--- config.mk ---
export PLATFORM = sky130hd
export DESIGN_NAME = apple_placer
export DESIGN_NICKNAME = d
export VERILOG_FILES = /design/src/rtl/snake_pkg.sv /design/src/rtl/apple_placer.sv
export SDC_FILE = /design/constraint.sdc
export NUM_CORES = 1
export LEC_CHECK = 0
export BUFFER_PORTS_ARGS = -buffer_cell sky130_fd_sc_hd__buf_2
export CAP_MARGIN = 20
export CORE_ASPECT_RATIO = 1.5
export CORE_MARGIN = 2
export CORE_UTILIZATION = 48
export CTS_CLUSTER_SIZE = 30
export DETAILED_ROUTE_END_ITERATION = 6
export HOLD_SLACK_MARGIN = 0.03
export MAX_ROUTING_LAYER = met4
export PLACE_DENSITY = 0.7
export SKIP_CTS_REPAIR_TIMING = 1
export SLEW_MARGIN = 10
export SYNTH_ARGS = -nofsm -noshare
export SYNTH_HDL_FRONTEND = slang
export SYNTH_SLANG_ARGS = --single-unit
--- constraint.sdc ---
create_clock -name clk -period 4 [get_ports clk]
set_clock_uncertainty 0.1 [all_clocks]
set_input_delay 0.8 -clock clk [delete_from_list [all_inputs] [get_ports clk]]
set_output_delay 0.8 -clock clk [all_outputs]
set_load 0.005 [all_outputs]
--- src/rtl/snake_pkg.sv ---
// Shared types and constants for the Snake playfield blocks.
package snake_pkg;

   localparam int SEGS      = 9;
   localparam int POS_W     = 8;
   localparam int GRID_BITS = 4;

   // Playfield position {x[7:4], y[3:0]}
   typedef logic [POS_W-1:0] pos_t;

   typedef enum logic {
      IDLE,
      CHECK
   } state_t;

endpackage

--- src/rtl/apple_placer.sv ---
// Apple placer: starts from a random candidate cell and walks forward until it
// finds a cell free of live snake segments and the barrier. Each cycle makes
// one comparison against the captured (shadow) snake.
module apple_placer
   import snake_pkg::*;
#(
   parameter int                 SEGS      = 9,
   parameter int                 POS_W     = 8,
   parameter logic [POS_W-1:0]   APPLE_RST = 8'h88,
   parameter int                 MAX_TRIES = 256
) (
   input  logic                    clk,
   input  logic                    rst,
   input  logic                    req,
   input  logic [SEGS*POS_W-1:0]   snake,
   input  logic [3:0]              snake_len,
   input  logic [POS_W-1:0]        barrier,
   input  logic [POS_W-1:0]        random_num,
   output logic [POS_W-1:0]        apple,
   output logic                    busy,
   output logic                    done,
   output logic                    fail
);

   localparam int         TW       = (MAX_TRIES > 1) ? $clog2(MAX_TRIES) : 1;
   localparam logic [3:0] SEGS_LEN = 4'(SEGS);

   state_t           state, state_n;
   logic [POS_W-1:0] cand, cand_n;
   logic [3:0]       idx, idx_n;
   logic [TW-1:0]    tries, tries_n;
   logic [POS_W-1:0] apple_n;
   logic             done_n, fail_n;
   logic             capture;

   logic [POS_W-1:0] seg_sh [SEGS];
   logic [POS_W-1:0] bar_sh;
   logic [3:0]       len_sh;
   logic [3:0]       len_eff;

   logic [POS_W-1:0] seg_cur;
   logic             hit;

   // Clamp requested length into 1..SEGS
   always_comb begin
      len_eff = snake_len;
      if (snake_len == 4'd0)
         len_eff = 4'd1;
      else if (snake_len > SEGS_LEN)
         len_eff = SEGS_LEN;
   end

   // Select the shadow segment for the current comparison slot
   always_comb begin
      seg_cur = '0;
      for (int unsigned i = 0; i < SEGS; i++) begin
         if (idx == 4'(i))
            seg_cur = seg_sh[i];
      end
   end

   // Barrier is compared only in slot 0 of each candidate
   assign hit = (cand == seg_cur) || ((idx == 4'd0) && (cand == bar_sh));

   // Next-state and datapath decisions
   always_comb begin
      state_n = state;
      cand_n  = cand;
      idx_n   = idx;
      tries_n = tries;
      apple_n = apple;
      done_n  = 1'b0;
      fail_n  = 1'b0;
      capture = 1'b0;
      unique case (state)
         IDLE: begin
            if (req) begin
               capture = 1'b1;
               cand_n  = random_num;
               idx_n   = '0;
               tries_n = '0;
               state_n = CHECK;
            end
         end
         CHECK: begin
            if (hit) begin
               if (tries == TW'(MAX_TRIES - 1)) begin
                  fail_n  = 1'b1;
                  state_n = IDLE;
               end else begin
                  cand_n  = cand + 1'b1;
                  idx_n   = '0;
                  tries_n = tries + 1'b1;
               end
            end else if (idx == 4'(len_sh - 4'd1)) begin
               apple_n = cand;
               done_n  = 1'b1;
               state_n = IDLE;
            end else begin
               idx_n = idx + 4'd1;
            end
         end
         default: state_n = IDLE;
      endcase
   end

   // Search state and published outputs
   always_ff @(posedge clk or negedge rst) begin
      if (!rst) begin
         state <= IDLE;
         cand  <= '0;
         idx   <= '0;
         tries <= '0;
         apple <= APPLE_RST;
         done  <= 1'b0;
         fail  <= 1'b0;
      end else begin
         state <= state_n;
         cand  <= cand_n;
         idx   <= idx_n;
         tries <= tries_n;
         apple <= apple_n;
         done  <= done_n;
         fail  <= fail_n;
      end
   end

   // Shadow copy of the snake taken when a request is accepted
   always_ff @(posedge clk or negedge rst) begin
      if (!rst) begin
         for (int unsigned i = 0; i < SEGS; i++)
            seg_sh[i] <= '0;
         bar_sh <= '0;
         len_sh <= 4'd1;
      end else if (capture) begin
         for (int unsigned i = 0; i < SEGS; i++)
            seg_sh[i] <= snake[i*POS_W +: POS_W];
         bar_sh <= barrier;
         len_sh <= len_eff;
      end
   end

   assign busy = (state == CHECK);

endmodule

==> run_results.csv <==
group,metric,value,unit
status,status,"finished, final reports clean",
floorplan,initial_utilization,0.486,
placed_design,numPortBuffers,105,
critical_path,worstSetupPathType,"flop to flop",
critical_path,crit_path_arrival_time,3980,ps
floorplan,design.die.area,13900,um^2
floorplan,die_ht,144,um
timing,worst_slew_pin_slew,784,ps
timing,hold_violations,0,
finish,final_cells,995,
global_routing,grt_max_degree,66,
cts,tritoncts_clock_tree,"yes",
finish,final_nets,926,
timing,timing_max_transition_violations_final,0,
timing,tns,0,ps
critical_path,crit_path_max_fanout,26,
synth,synth_area_per_cell,8.42,um^2
pwr,power_density,847,nW/um^2
timing,period_needed,3730,ps
synth,synth_fp_nets,842,
critical_path,timing.critical_path.to_type,"flop",
synth,synthesis.instances,740,
drt,dr_total_vias,5630,
global_routing,aggregate_global_routing_overflow,0,
critical_path,cp.required,4250,ps
placed_design,place.detailed.hpwl,12800,um
placed_design,gp_routability_congestion,0.936,
cts,clock_sinks,115,
min_path,worst_hold_path_class,"primary input to async pin",
cts,cts-root-buf,"clkbuf_16",
global_routing,global_route.usage.total,0.268,
finish,antenna_cells,0,
floorplan,total_core_area,12800,um^2
timing,final-setup-viol-count,0,
timing,fmax,268,MHz
synth,synth_async_sr_flop_share,1.00,
pwr,peakVddDrop,436,uV
synth,yosys_warnings,0,
drt,wl_per_cell,17.8,um
synth,synth-edff-count,0,
timing,timing.max_slew.rel_slack,0.476,
drt,routed_wl,17800,um
pwr,total_leakage_power,3.64,nW
drt,drtPass1Iterations,5,
finish,nFillCells,1145,
finish,layout.area.seq,2880,um^2
cts,cts_clk_pin_slew_worst_paths,60,ps
drt,detail_route.vias_per_cell,5.66,
synth,synth_top_flop_cell,"dfrtp_1",
floorplan,floorplan.rows,51,
synth,synth.yosys.seq_area_share,0.463,
cts,cts_htree_levels,4,
timing,final_critical_path_share_of_the_clock_period,0.933,
pwr,power,6.32,mW
synth,yosys.cell_types.count,71,
global_routing,first_pass_grt_wire_length,28600,um
floorplan,die_width,97.0,um
critical_path,setup.worst_path.start_class,"flop",
finish,area_growth,19.7,%
placed_design,dp_cells,964,
cts,clkLatencyLatePin,410,ps
finish,multiInputGateArea,3010,um^2
drt,drc_errors,0,
job,timing.max_cap.violations,0,
synth,post_synthesis_register_bit_count,115,
global_routing,antenna_found_initial,0,
finish,layout_cells_sized_above_1,0.212,
timing,grt_setup_unrepaired,"no",
cts,cts_buffers,17,
global_routing,grt_pass1_vias,5710,
floorplan,io-pin-count,106,
drt,postRouteAntennaNets,0,
cts,cts.path.max_buffers,2,
drt,drtIter0Drc,285,
synth,synth_area,6230,um^2
-- registers in the layout, summed over array words and instances (netlist names), 4 cells and up --
name    cells
seg_sh     72
len_sh      4
apple       8
bar_sh      8
idx         4
tries       8
cand        8
-- path summary, 6_finish.rpt --
check                      startpoint         end  slack (ps)  cells past startpoint
max                            idx[0]    tries[4]         270                     12
min                               rst      idx[0]         340                      1
max reg2reg                    idx[0]    tries[4]         270                     12
min reg2reg                seg_sh[56]  seg_sh[56]         370                      2
max in group asynchronous         rst  seg_sh[29]        2680                      2
min in group clk           seg_sh[56]  seg_sh[56]         370                      2
-- worst max-delay path, cell delays in order (launching register included) --
cell and delay, ps:
dfrtp_1 450, ha_1 350, buf_4 280, inv_1 270, a21oi_1 110, or3b_2 480, mux2i_1 140, o211ai_1 140
or4_4 600, a21o_1 190, buf_4 190, o21ai_0 210, a22o_1 150
-- per-layer routing --
layer,track usage,part of all wire,vias to the layer above
met5,-,0,-
met4,0.116,0.029,0
met3,0.0491,0.043,36
met2,0.475,0.53,184
met1,0.295,0.39,2703
li1,-,-,2707
-- cells in the final DEF (no fill, tap or decap), types with 5 or more instances in the layout --
cell type  netlist  layout
a211oi_1         6       6
a21oi_1         31      31
a22o_1           8       8
a32oi_1          6       6
and3_1           5       5
buf_2           19     104
buf_4            2      15
clkbuf_16        0      17
dfrtp_1        112     112
ha_1             7       6
inv_1           21      21
mux2_2           8       8
mux2i_1          5       5
nand2_1        257     256
nand3_1          7       7
nand3b_1        11      11
nand4_1          6       6
nor2_1          25      25
nor2b_1         10       9
nor3_1           7       7
nor4_1          11      11
o21ai_0         33      33
o22a_1           5       5
or3_1            5       5
xnor2_1         10      10
xor2_1           7       7
-- through the flow --
step / worst slack (ps) / instance area (um^2) / util / hold WS [ps]
2_1_floorplan: 792 / 6230 / - / 337
3_3_place_gp: 307 / 6860 / 0.535 / 359
3_5_place_dp: 170 / 6860 / 0.535 / 366
4_1_cts: 159 / 7460 / 0.581 / 363
5_1_grt: 56.0 / 7460 / 0.582 / 397
6_report: 268 / 7460 / 0.582 / 339
-- layout make-up --
cell class | count | area share
Sequential cell | 115 | 0.386
Tap cell | 159 | 0.0267
Timing Repair Buffer | 122 | 0.0929
Clock buffer | 21 | 0.0617
Inverter | 21 | 0.0106
Multi-Input combinational cell | 547 | 0.404
Clock inverter | 10 | 0.0178
-- cell usage after synthesis (all sizes together) (7+ instances only) --
master / count / area (um^2)
a22o: 8 / 70.1
nor2b: 10 / 62.6
dfrtp: 112 / 2800
inv: 21 / 78.8
nand2: 257 / 965
xor2: 7 / 61.3
buf: 30 / 166
nor2: 26 / 100
a211oi: 7 / 57.6
clkbuf: 27 / 101
nor3: 7 / 35.0
nand3b: 11 / 82.6
nand3: 7 / 35.0
ha: 7 / 87.6
xnor2: 10 / 87.6
o21ai: 37 / 185
a21oi: 31 / 155
nor4: 11 / 68.8
mux2: 8 / 90.1
-- report_power, final --
part           internal, mW  switching [mW]
Combinational          1.09            1.45
Sequential             1.69           0.551
Clock                  1.00           0.526
Total                  3.78            2.53
-- cell families (layout without fill, tap and decap cells) --
family,after synthesis,count (layout),synth area share
and+or+nand+nor,362,362,0.254
xor gates and xnor gates,17,17,0.0239
adders and majority gates,7,7,0.0141
buffers and inverters,78,174,0.0556
muxes,13,13,0.0225
AOI/OAI and AO/OA,148,148,0.168
DFF,115,115,0.463
No activity file was read; power rests on OpenSTA's default activity.
